$ cat config.mk
export PLATFORM = sky130hd
export DESIGN_NAME = cache_mem_arbiter
export DESIGN_NICKNAME = d
export VERILOG_FILES = /design/src/rtl/cache_mem_arbiter.sv
export SDC_FILE = /design/constraint.sdc
export NUM_CORES = 1
export LEC_CHECK = 0
export BUFFER_PORTS_ARGS = -buffer_cell sky130_fd_sc_hd__buf_2
export CORE_AREA = 4 4 101 103
export DETAILED_ROUTE_END_ITERATION = 16
export DIE_AREA = 0 0 105 107
export HOLD_SLACK_MARGIN = 0.06
export RECOVER_POWER = 50
export SYNTH_ARGS = -nofsm -noshare
export SYNTH_HDL_FRONTEND = slang
export SYNTH_SLANG_ARGS = --single-unit
$ cat constraint.sdc
create_clock -name clk -period 3 [get_ports clk]
set_input_delay 0.3 -clock clk [delete_from_list [all_inputs] [get_ports clk]]
set_output_delay 0.3 -clock clk [all_outputs]
set_load 0.005 [all_outputs]
$ cat src/rtl/cache_mem_arbiter.sv
// Shared main-memory port arbiter between the instruction cache and the data cache.
// Data requests win, but a saturating counter bounds how long an instruction fetch can starve.
module cache_mem_arbiter #(
  parameter int DMAX = 4
) (
  input  logic        clk,
  input  logic        clrn,
  input  logic [31:0] i_a,
  input  logic        i_access,
  output logic [31:0] i_d_r,
  output logic        i_ready,
  input  logic [31:0] d_a,
  input  logic [31:0] d_d_w,
  input  logic        d_access,
  input  logic        d_write,
  output logic [31:0] d_d_r,
  output logic        d_ready,
  output logic [31:0] m_a,
  output logic [31:0] m_d_w,
  output logic        m_access,
  output logic        m_write,
  input  logic [31:0] m_d_r,
  input  logic        m_ready,
  output logic        gnt_i,
  output logic        gnt_d
);

  typedef enum logic [1:0] {IDLE, GNT_I, GNT_D} state_t;

  localparam logic [3:0] DMAX_C = 4'(DMAX);

  state_t     state;
  logic [3:0] dcnt;

  // A dropped request aborts the grant without touching dcnt; every grant returns to IDLE.
  always_ff @(posedge clk or negedge clrn) begin
    if (!clrn) begin
      state <= IDLE;
      dcnt  <= 4'd0;
    end else begin
      case (state)
        IDLE: begin
          if (d_access && (!i_access || dcnt < DMAX_C))
            state <= GNT_D;
          else if (i_access)
            state <= GNT_I;
        end
        GNT_D: begin
          if (!d_access) begin
            state <= IDLE;
          end else if (m_ready) begin
            state <= IDLE;
            if (!i_access)
              dcnt <= 4'd0;
            else if (dcnt >= DMAX_C)
              dcnt <= DMAX_C;
            else
              dcnt <= dcnt + 4'd1;
          end
        end
        GNT_I: begin
          if (!i_access) begin
            state <= IDLE;
          end else if (m_ready) begin
            state <= IDLE;
            dcnt  <= 4'd0;
          end
        end
        default: state <= IDLE;
      endcase
    end
  end

  assign i_d_r = m_d_r;
  assign d_d_r = m_d_r;
  assign gnt_i = (state == GNT_I);
  assign gnt_d = (state == GNT_D);

  always_comb begin
    m_a      = 32'd0;
    m_d_w    = 32'd0;
    m_access = 1'b0;
    m_write  = 1'b0;
    i_ready  = 1'b0;
    d_ready  = 1'b0;
    case (state)
      GNT_D: begin
        m_a      = d_a;
        m_d_w    = d_d_w;
        m_write  = d_write;
        m_access = d_access;
        d_ready  = m_ready & d_access;
      end
      GNT_I: begin
        m_a      = i_a;
        m_access = i_access;
        i_ready  = m_ready & i_access;
      end
      default: ;
    endcase
  end

endmodule

## Word-level counts from Yosys, hierarchy flattened

Index checks and enable logic that the tools add are counted.
W data, S select, Z words.

- Register bits after elaboration: 6
- Input bits: 134
- Logic and storage cells: 39

- Mux-type cells: 19
- Bitwise operators: 2
- Reductions and logical operators: 6
- Add/sub/neg operators: 1
- Equality and inequality tests: 7
- Order comparisons: 2

Operators by type and width:

| operator | count |
|---|---|
| $pmux W32 S2 | 1 |
| $mux W32 | 1 |
| $mux W4 | 6 |
| $mux W2 | 5 |
| $ne A2 B2 Y1 const B | 4 |
| $pmux W4 S2 | 1 |
| $pmux W2 S3 | 1 |
| $reduce_and A5 Y1 | 1 |
| $add A4 B1 Y4 const B | 1 |
| $ge A4 B3 Y1 const B | 1 |
| $lt A4 B3 Y1 const B | 1 |
| $mux W1 | 3 |
| $ne A3 B3 Y1 const B | 1 |
| $and A1 B1 Y1 | 2 |
| $eq A2 B1 Y1 const B | 1 |
| $eq A2 B2 Y1 const B | 1 |
| $logic_not A2 Y1 | 1 |
| $pmux W1 S2 | 1 |
| $reduce_bool A2 Y1 | 1 |
| $logic_and A1 B1 Y1 | 1 |
| $logic_not A1 Y1 | 1 |
| $logic_or A1 B1 Y1 | 1 |

## Depth between registers and ports, before layout

Gate-level depths: netlist of the first run.

- Word-level depth: 6
- Gate-level depth with buffers: 6
- Mapped depth without buffers: 5

## Least setup slack after synthesis of the first run

OpenSTA, ideal clock, no wires.

- Kind: reg-to-output
- Start point: register state[0]
- End point: output m_a[14]
- Path buffers: 2
- Cell stages (with the launch flop): 7
- Required time: 2700 ps
- Data arrival time: 1259 ps
- Path slack: 1441 ps
- Path through: dfrtp_1 inv_1 ha_1 buf_2 buf_2 a22oi_1 nor2b_1

- Cells in the longest elaborated chain, start to end: 2

RTL lines:

| what | RTL line | text |
|---|---|---|
| start: declaration | 32 | `state_t state;` |
| start signal: assignment | 38 | `state <= IDLE;` |
| start signal: assignment | 44 | `state <= GNT_D;` |
| start signal: assignment | 46 | `state <= GNT_I;` |
| $eq A2 B1 Y1 / $eq A2 B2 Y1 (equally long branches) | 86 | `case (state)` |
| $pmux W32 S2 (*) | 86 |  |
| end: declaration | 18 | `output logic [31:0] m_a,` |

Mark *: on every way between the ends. The rest lies on a longest branch, timed or not.

## Worst setup path in the final report of the first run

- Start point: register state[0]
- End point: output m_a[3]

The elaborated chain is that of the path after synthesis.

==> reports/results.txt, run 1 <==
Status = completed
CTS H-tree lvls = 1
Area growth, synth to finish = 31.79%
Final min period = 2368 ps
Seq cells post-synth = 6
Non-filler cells, final = 432
Number of I/O pins = 268
Slew Limit Fails = 0
First DRT Iteration DRCs = 136
Worst clock skew = 1.303 ps
Post-synthesis sequential area ratio = 9.084%
Power per Cell Area = 663.0 mW/mm^2
Register-to-register setup slack = 830 ps
Final wirelength = 6298 um
GPL Wtd Cong = 0.7347
Critical Path Start = state[0]
CP startpoint kind = register
Final nets = 464
Number of cell rows = 35
Hold Path Class = in2reg
Least-Margin Pin Slew = 859.6 ps
Vias in the first global route = 1,867
Die Footprint = 0.01124 mm^2
Port Buffer Count = 171
Die height = 107 um
R2R cell count = 6
Via count = 1,836
Vias per cell = 4.250
Worst setup margin = 631.7 ps
Total global routing overflow = 0
Pre-CTS WS = 801.2 ps
Worst VDD drop = 0.0001822 V
Leak = 1.213 nW
# diodes = 0
Setup TNS = 0 ps
Post-CTS setup buffers = 0
Synth unique cells = 27
GRT Total Usage = 10.12%
Netlist Area Pre-Place = 0.001653 mm^2
Worst-case clock buffer depth = 2
Slew Limit Headroom = 42.69%
Num CTS Buffers = 3
Synth Area in Compound Gates = 21.65%
Die width = 105 um
WP data arrival = 2070 ps
CTS clock-pin slew for the worst setup and hold paths = 40 ps
Fin crit share = 78.94%
Xor and xnor area share after synthesis = 0%
Largest net degree at the start of global routing = 46
Footprint of the multi-input gates = 945.9 um^2
Fill cell count = 1,029
Register area = 150.1 um^2
Hold wc startpoint = i_access
TritonCTS clock tree = yes
RSZ-0062 raised after global routing = no
Number of setup violations in the final report = 0
Effective utilization at floorplan = 17.97%
R2r endpoint = dcnt[1]
Net count after synthesis = 361
Post-Place Cells = 428
Post-Synth Simple-Gate Area = 30.13%
Syn Inst Count = 220
Crit end category = output port
Synth Area in Adders = 5.299%
Largest family of logic cells by synthesized area = buffers and inverters
Post-CTS Resized = 0
Fmax = 422.2 MHz
Multiplexer area fraction after synthesis = 0%
Clk sinks = 6
# DRC = 0
Initial antenna violation count = 0
Post-Synthesis Mean Instance Area = 7.513 um^2
MaxCap Viol Count = 0
Fraction of layout cells with a size suffix above 1 = 56.39%
Worst Path Required = 2700 ps
CP Max Fanout = 45
Total core area = 0.009196 mm^2
Insertion delay to the later sink of the worst-skew pair = 220 ps
Dpl hpwl = 5369 um
Critical Path End = m_a[3]
Root Driver = clkbuf_8
First-pass GRT wire length = 9266 um
Worst r2r src = state[0]
WS Path Type = reg2out
Minimum hold slack = 459.6 ps
Ys Warns = 0
Routed WL per cell = 14.58 um
Detail Route Antenna Nets = 0
Final Hold Fails = 0
DR pass1 iterations = 5
==> critical path, cell delays in order, from the launching register on <==
cell,delay (ps)
dfrtp_1,410
inv_1,130
ha_2,470
buf_4,410
a22oi_1,120
nor2b_1,160
buf_2,130
==> synth_stat cells <==
master | instances | share of area (%)
ha_1 | 7 | 5.3
a32o_1 | 3 | 1.8
nand2b_1 | 3 | 1.1
a31o_2 | 1 | 0.53
or3b_1 | 1 | 0.53
buf_6 | 1 | 0.68
and3_1 | 2 | 0.76
o21a_4 | 1 | 0.91
nor2b_1 | 34 | 13
clkbuf_1 | 6 | 1.4
and2_1 | 34 | 13
nand3_1 | 1 | 0.30
buf_4 | 64 | 29
buf_1 | 1 | 0.23
inv_1 | 3 | 0.68
a31oi_1 | 2 | 0.76
o31ai_1 | 2 | 0.91
dfrtp_1 | 6 | 9.1
a22oi_1 | 35 | 16
buf_2 | 6 | 1.8
and2_4 | 1 | 0.53
nor3_1 | 1 | 0.30
nand2_1 | 1 | 0.23
or2_2 | 1 | 0.38
o2bb2ai_1 | 1 | 0.53
nor2_1 | 1 | 0.23
o21ai_0 | 1 | 0.30
==> power breakdown <==
group	switching [mW]	leakage (nW)	internal (mW)	total (mW)
Clock	0.0346	0.0216	0.0862	0.121
Sequential	0.0268	0.0777	0.108	0.135
Combinational	0.597	1.11	0.592	1.19
==> stage by stage <==
stage | instance area (um^2) | power, mW | util, %
3_3_place_gp | 2132 | 1.333 | 23.18
2_1_floorplan | 1653 | 0.9582 | -
3_5_place_dp | 2132 | 1.363 | 23.18
4_1_cts | 2183 | 1.494 | 23.74
5_1_grt | 2178 | 1.612 | 23.69
6_report | 2178 | 1.444 | 23.69
==> metal layers <==
metal	vias up	wire, um	global-route usage, %
met4	0	121	3.374
li1	887	-	-
met1	770	2034	9.681
met2	163	3295	19.89
met5	-	0	0
met3	16	847	3.612
==> area by class of cell <==
| type | count | area share [%] |
|---|---|---|
| Clock buffer | 3 | 1.895 |
| Inverter | 3 | 0.5169 |
| Multi-Input combinational cell | 133 | 43.42 |
| Sequential cell | 6 | 6.893 |
| Tap cell | 111 | 6.376 |
| Timing Repair Buffer | 176 | 40.90 |
==> registers in the layout (all words and copies together) (netlist names) <==
signal and cells:
dcnt 4, state 2
==> worst min path at each step <==
stage | slack (ps) | to | cells after the start
4_1_cts | 430 | dcnt[2] | 2
6_report | 460 | dcnt[2] | 3
3_3_place_gp | 130 | state[1] | 1
5_1_grt | 480 | dcnt[2] | 3
3_5_place_dp | 140 | state[0] | 1
2_1_floorplan | 4 | dcnt[0] | 0
==> cell families (layout without fill, tap and decap cells) <==
group                      Yosys count  after routing
adders and majority gates            7              7
and+or+nand+nor                     80             80
buffers and inverters               81            182
DFF                                  6              6
AOI/OAI and AO/OA                   46             46
==> cells in the final DEF (no fill, tap or decap), types with 2 or more instances in the layout <==
cell type | netlist | layout
inv_1 | 3 | 3
dfrtp_1 | 6 | 6
a22oi_1 | 35 | 35
buf_2 | 6 | 170
clkbuf_8 | 0 | 3
and3_1 | 2 | 2
o31ai_1 | 2 | 2
ha_1 | 7 | 6
a32o_1 | 3 | 3
and2_1 | 34 | 34
clkbuf_1 | 6 | 2
nand2b_1 | 3 | 3
nor2b_1 | 34 | 34
a31oi_1 | 2 | 2
buf_4 | 64 | 3
==> repair_timing <==
item                                    CTS  global route
endpoints found under the hold margin     6             0
hold buffers                              1             0
endpoints found under the setup margin    0             0
(Power assumes the default switching activity.)
==> run 2: changes to the inputs <==
- ABC_AREA: default -> 1
- CORE_AREA: 4 4 101 103 -> 4 4 103 105
- DIE_AREA: 0 0 105 107 -> 0 0 107 109
- clock period: 3 -> 2.29 ns (I/O delays scaled with it)
==> run 2 against run 1 <==
  * Sequential share of layout area fell by 0.27 points
  * Clock-buffer cell count unchanged
  * Sequential power up 35%
  * Synthesized area rose by 3.2%
  * Critical endpoint is now m_a[9]
  * Largest power group unchanged
  * Highest routed layer unchanged
==> reports/results.txt, run 2 <==
Syn Inst Count = 321
Buf/Inv on CP = 3
Most frequent cells in the layout = 169 x buf_2, 131 x nand2_1, 47 x inv_1, 35 x a21oi_1, 14 x nor2_1
GRT Total Usage = 10.68%
Post-Synth Simple-Gate Area = 32.58%
Final Util = 23.53%
Commonest non-fill, non-tap cell in the layout = buf_2
WS Path Type = reg2out
Final Hold Fails = 0
Synth Area in Adders = 5.136%
Post-CTS Resized = 0
Post-synth ARST share = 100.0%
CP max stage delay = 420 ps
Post-CTS setup buffers = 0
Die Footprint = 0.01166 mm^2
Total core area = 0.009639 mm^2
Worst-case clock buffer depth = 2
Area growth, synth to finish = 33.02%
CTS clock-pin slew for the worst setup and hold paths = 30 ps
Crit end category = output port
Count leader, synth = nand2_1
Final nets = 567
Total global routing overflow = 0
Post-synth EDFFs = 0
Fill cell count = 1,137
# diodes = 0
Synth top cells by count = 131 x nand2_1, 65 x buf_4, 47 x inv_1, 35 x a21oi_1, 14 x nor2_1
MaxCap Viol Count = 0
Worst VDD drop = 0.0003682 V
GPL Wtd Cong = 0.7802
DR pass1 iterations = 4
Top delay family on crit path = buffers and inverters
Placed inst area = 0.002220 mm^2
Routed WL per cell = 12.91 um
Num CTS Buffers = 3
Insertion delay to the later sink of the worst-skew pair = 220 ps
Final min period = 1921 ps
First DRT Iteration DRCs = 120
Post-synthesis sequential area ratio = 8.804%
First-pass GRT wire length = 9942 um
Clk sinks = 6
Biggest register = dcnt
Register-to-register setup slack = 740 ps
Detail Route Antenna Nets = 0
Hold Path Class = in2reg
CP Max Fanout = 32
Netlist Area Pre-Place = 0.001705 mm^2
WP data arrival = 1690 ps
Least-Margin Pin Slew = 379.1 ps
Multiplexer area fraction after synthesis = 0%
Largest net degree at the start of global routing = 37
Worst path cell trace = inv_1 > ha_2 > buf_4 > nand2_1 > a21oi_1 > buf_2
Leak = 1.572 nW
Vias per cell = 3.682
Net count after synthesis = 462
# DRC = 0
Worst Path Required = 2060 ps
Register area = 150.1 um^2
Vias in the first global route = 1,936
Number of I/O pins = 268
Total Power = 1.857 mW
Ys Warns = 0
Ranking of synthesized cells by area = nand2_1 29%, buf_4 29%, inv_1 10%, a21oi_1 10%, dfrtp_1 8.8%
Xor and xnor area share after synthesis = 0%
Synth Area in Compound Gates = 10.56%
CTS H-tree lvls = 1
Final wirelength = 7191 um
Largest area contributor in the netlist = nand2_1
Die width = 107 um
Most used DFF post-synth = dfrtp_1
Pre-CTS WS = 585.3 ps
Fraction of layout cells with a size suffix above 1 = 42.45%
Footprint of the multi-input gates = 825.8 um^2
Root Driver = clkbuf_8
Dpl hpwl = 6029 um
Yosys top cell area share = 28.83%
Slowest-stage cell, CP = dfrtp_1
Slew Limit Fails = 0
Port Buffer Count = 171
Max reg flops = 4
CP startpoint kind = register
Setup TNS = 0 ps
Fmax = 520.6 MHz
Power per Cell Area = 818.7 mW/mm^2
Final Instance Area = 0.002268 mm^2
Slew Limit Headroom = 74.73%
TritonCTS clock tree = yes
Seq cells post-synth = 6
Via count = 2,051
RSZ-0062 raised after global routing = no
Worst setup margin = 369.1 ps
Number of cell rows = 36
Effective utilization at floorplan = 17.69%
Largest family of logic cells by synthesized area = buffers and inverters
Synth unique cells = 13
Biggest regs = dcnt: 4 flops, state: 2 flops
Worst clock skew = 4.617 ps
Post-Synthesis Mean Instance Area = 5.313 um^2
Initial antenna violation count = 0
Number of setup violations in the final report = 0
Hold Buf Count CTS = 1
Status = completed
Fin crit share = 83.88%
Die height = 109 um
==> run 2: kinds of logic after synthesis <==
group	count (synthesis)
buffers and inverters	125
AOI/OAI and AO/OA	36
DFF	6
and+or+nand+nor	147
adders and majority gates	7
==> run 2: where the power goes <==
part / switching, mW / total (mW) / internal (mW)
clock network: 0.0455 / 0.158 / 0.113
registers: 0.0371 / 0.182 / 0.145
logic: 0.936 / 1.52 / 0.581
==> run 2: worst reg2reg max path: stages, from the launching register on <==
cell,delay [ps]
dfrtp_1,420
inv_1,120
ha_2,180
buf_4,330
inv_1,80
nor2_1,90
nor2_1,50
nand2_1,100
nand2_1,60
nand2_1,60
==> run 2: routing by layer <==
layer | wire, um | share of wire [%] | up-vias | global-route usage [%]
met2 | 3750 | 52 | 115 | 20.68
met4 | 80 | 1.1 | 0 | 2.466
met3 | 713 | 9.9 | 9 | 2.842
li1 | - | - | 1084 | -
met5 | 0 | 0 | - | 0
met1 | 2646 | 37 | 843 | 11.53
==> run 2: through the flow <==
stage | hold WS [ps] | std cells
floorplan | -66.59 | 321
global placement | 61.62 | 553
detailed placement | 66.30 | 553
CTS | 345.0 | 557
global route | 369.2 | 557
finish | 352.1 | 557
==> run 2: layout make-up <==
| class | count | area share (%) |
|---|---|---|
| sequential | 6 | 6.619 |
| multi-input combinational | 190 | 36.40 |
| timing repair buffer | 178 | 40.04 |
| inverter | 47 | 7.777 |
| tap | 133 | 7.336 |
| clock buffer | 3 | 1.820 |
==> run 2: worst paths after layout <==
| path | startpoint | cells after the start | endpoint |
|---|---|---|---|
| worst min-delay path | d_access | 4 | state[0] |
| max in group asynchronous | clrn | 2 | state[1] |
| worst max register to register | state[0] | 9 | dcnt[0] |
| min in group asynchronous | clrn | 2 | dcnt[2] |
| worst max-delay path | state[0] | 6 | m_a[9] |
| worst min register to register | dcnt[2] | 2 | dcnt[2] |
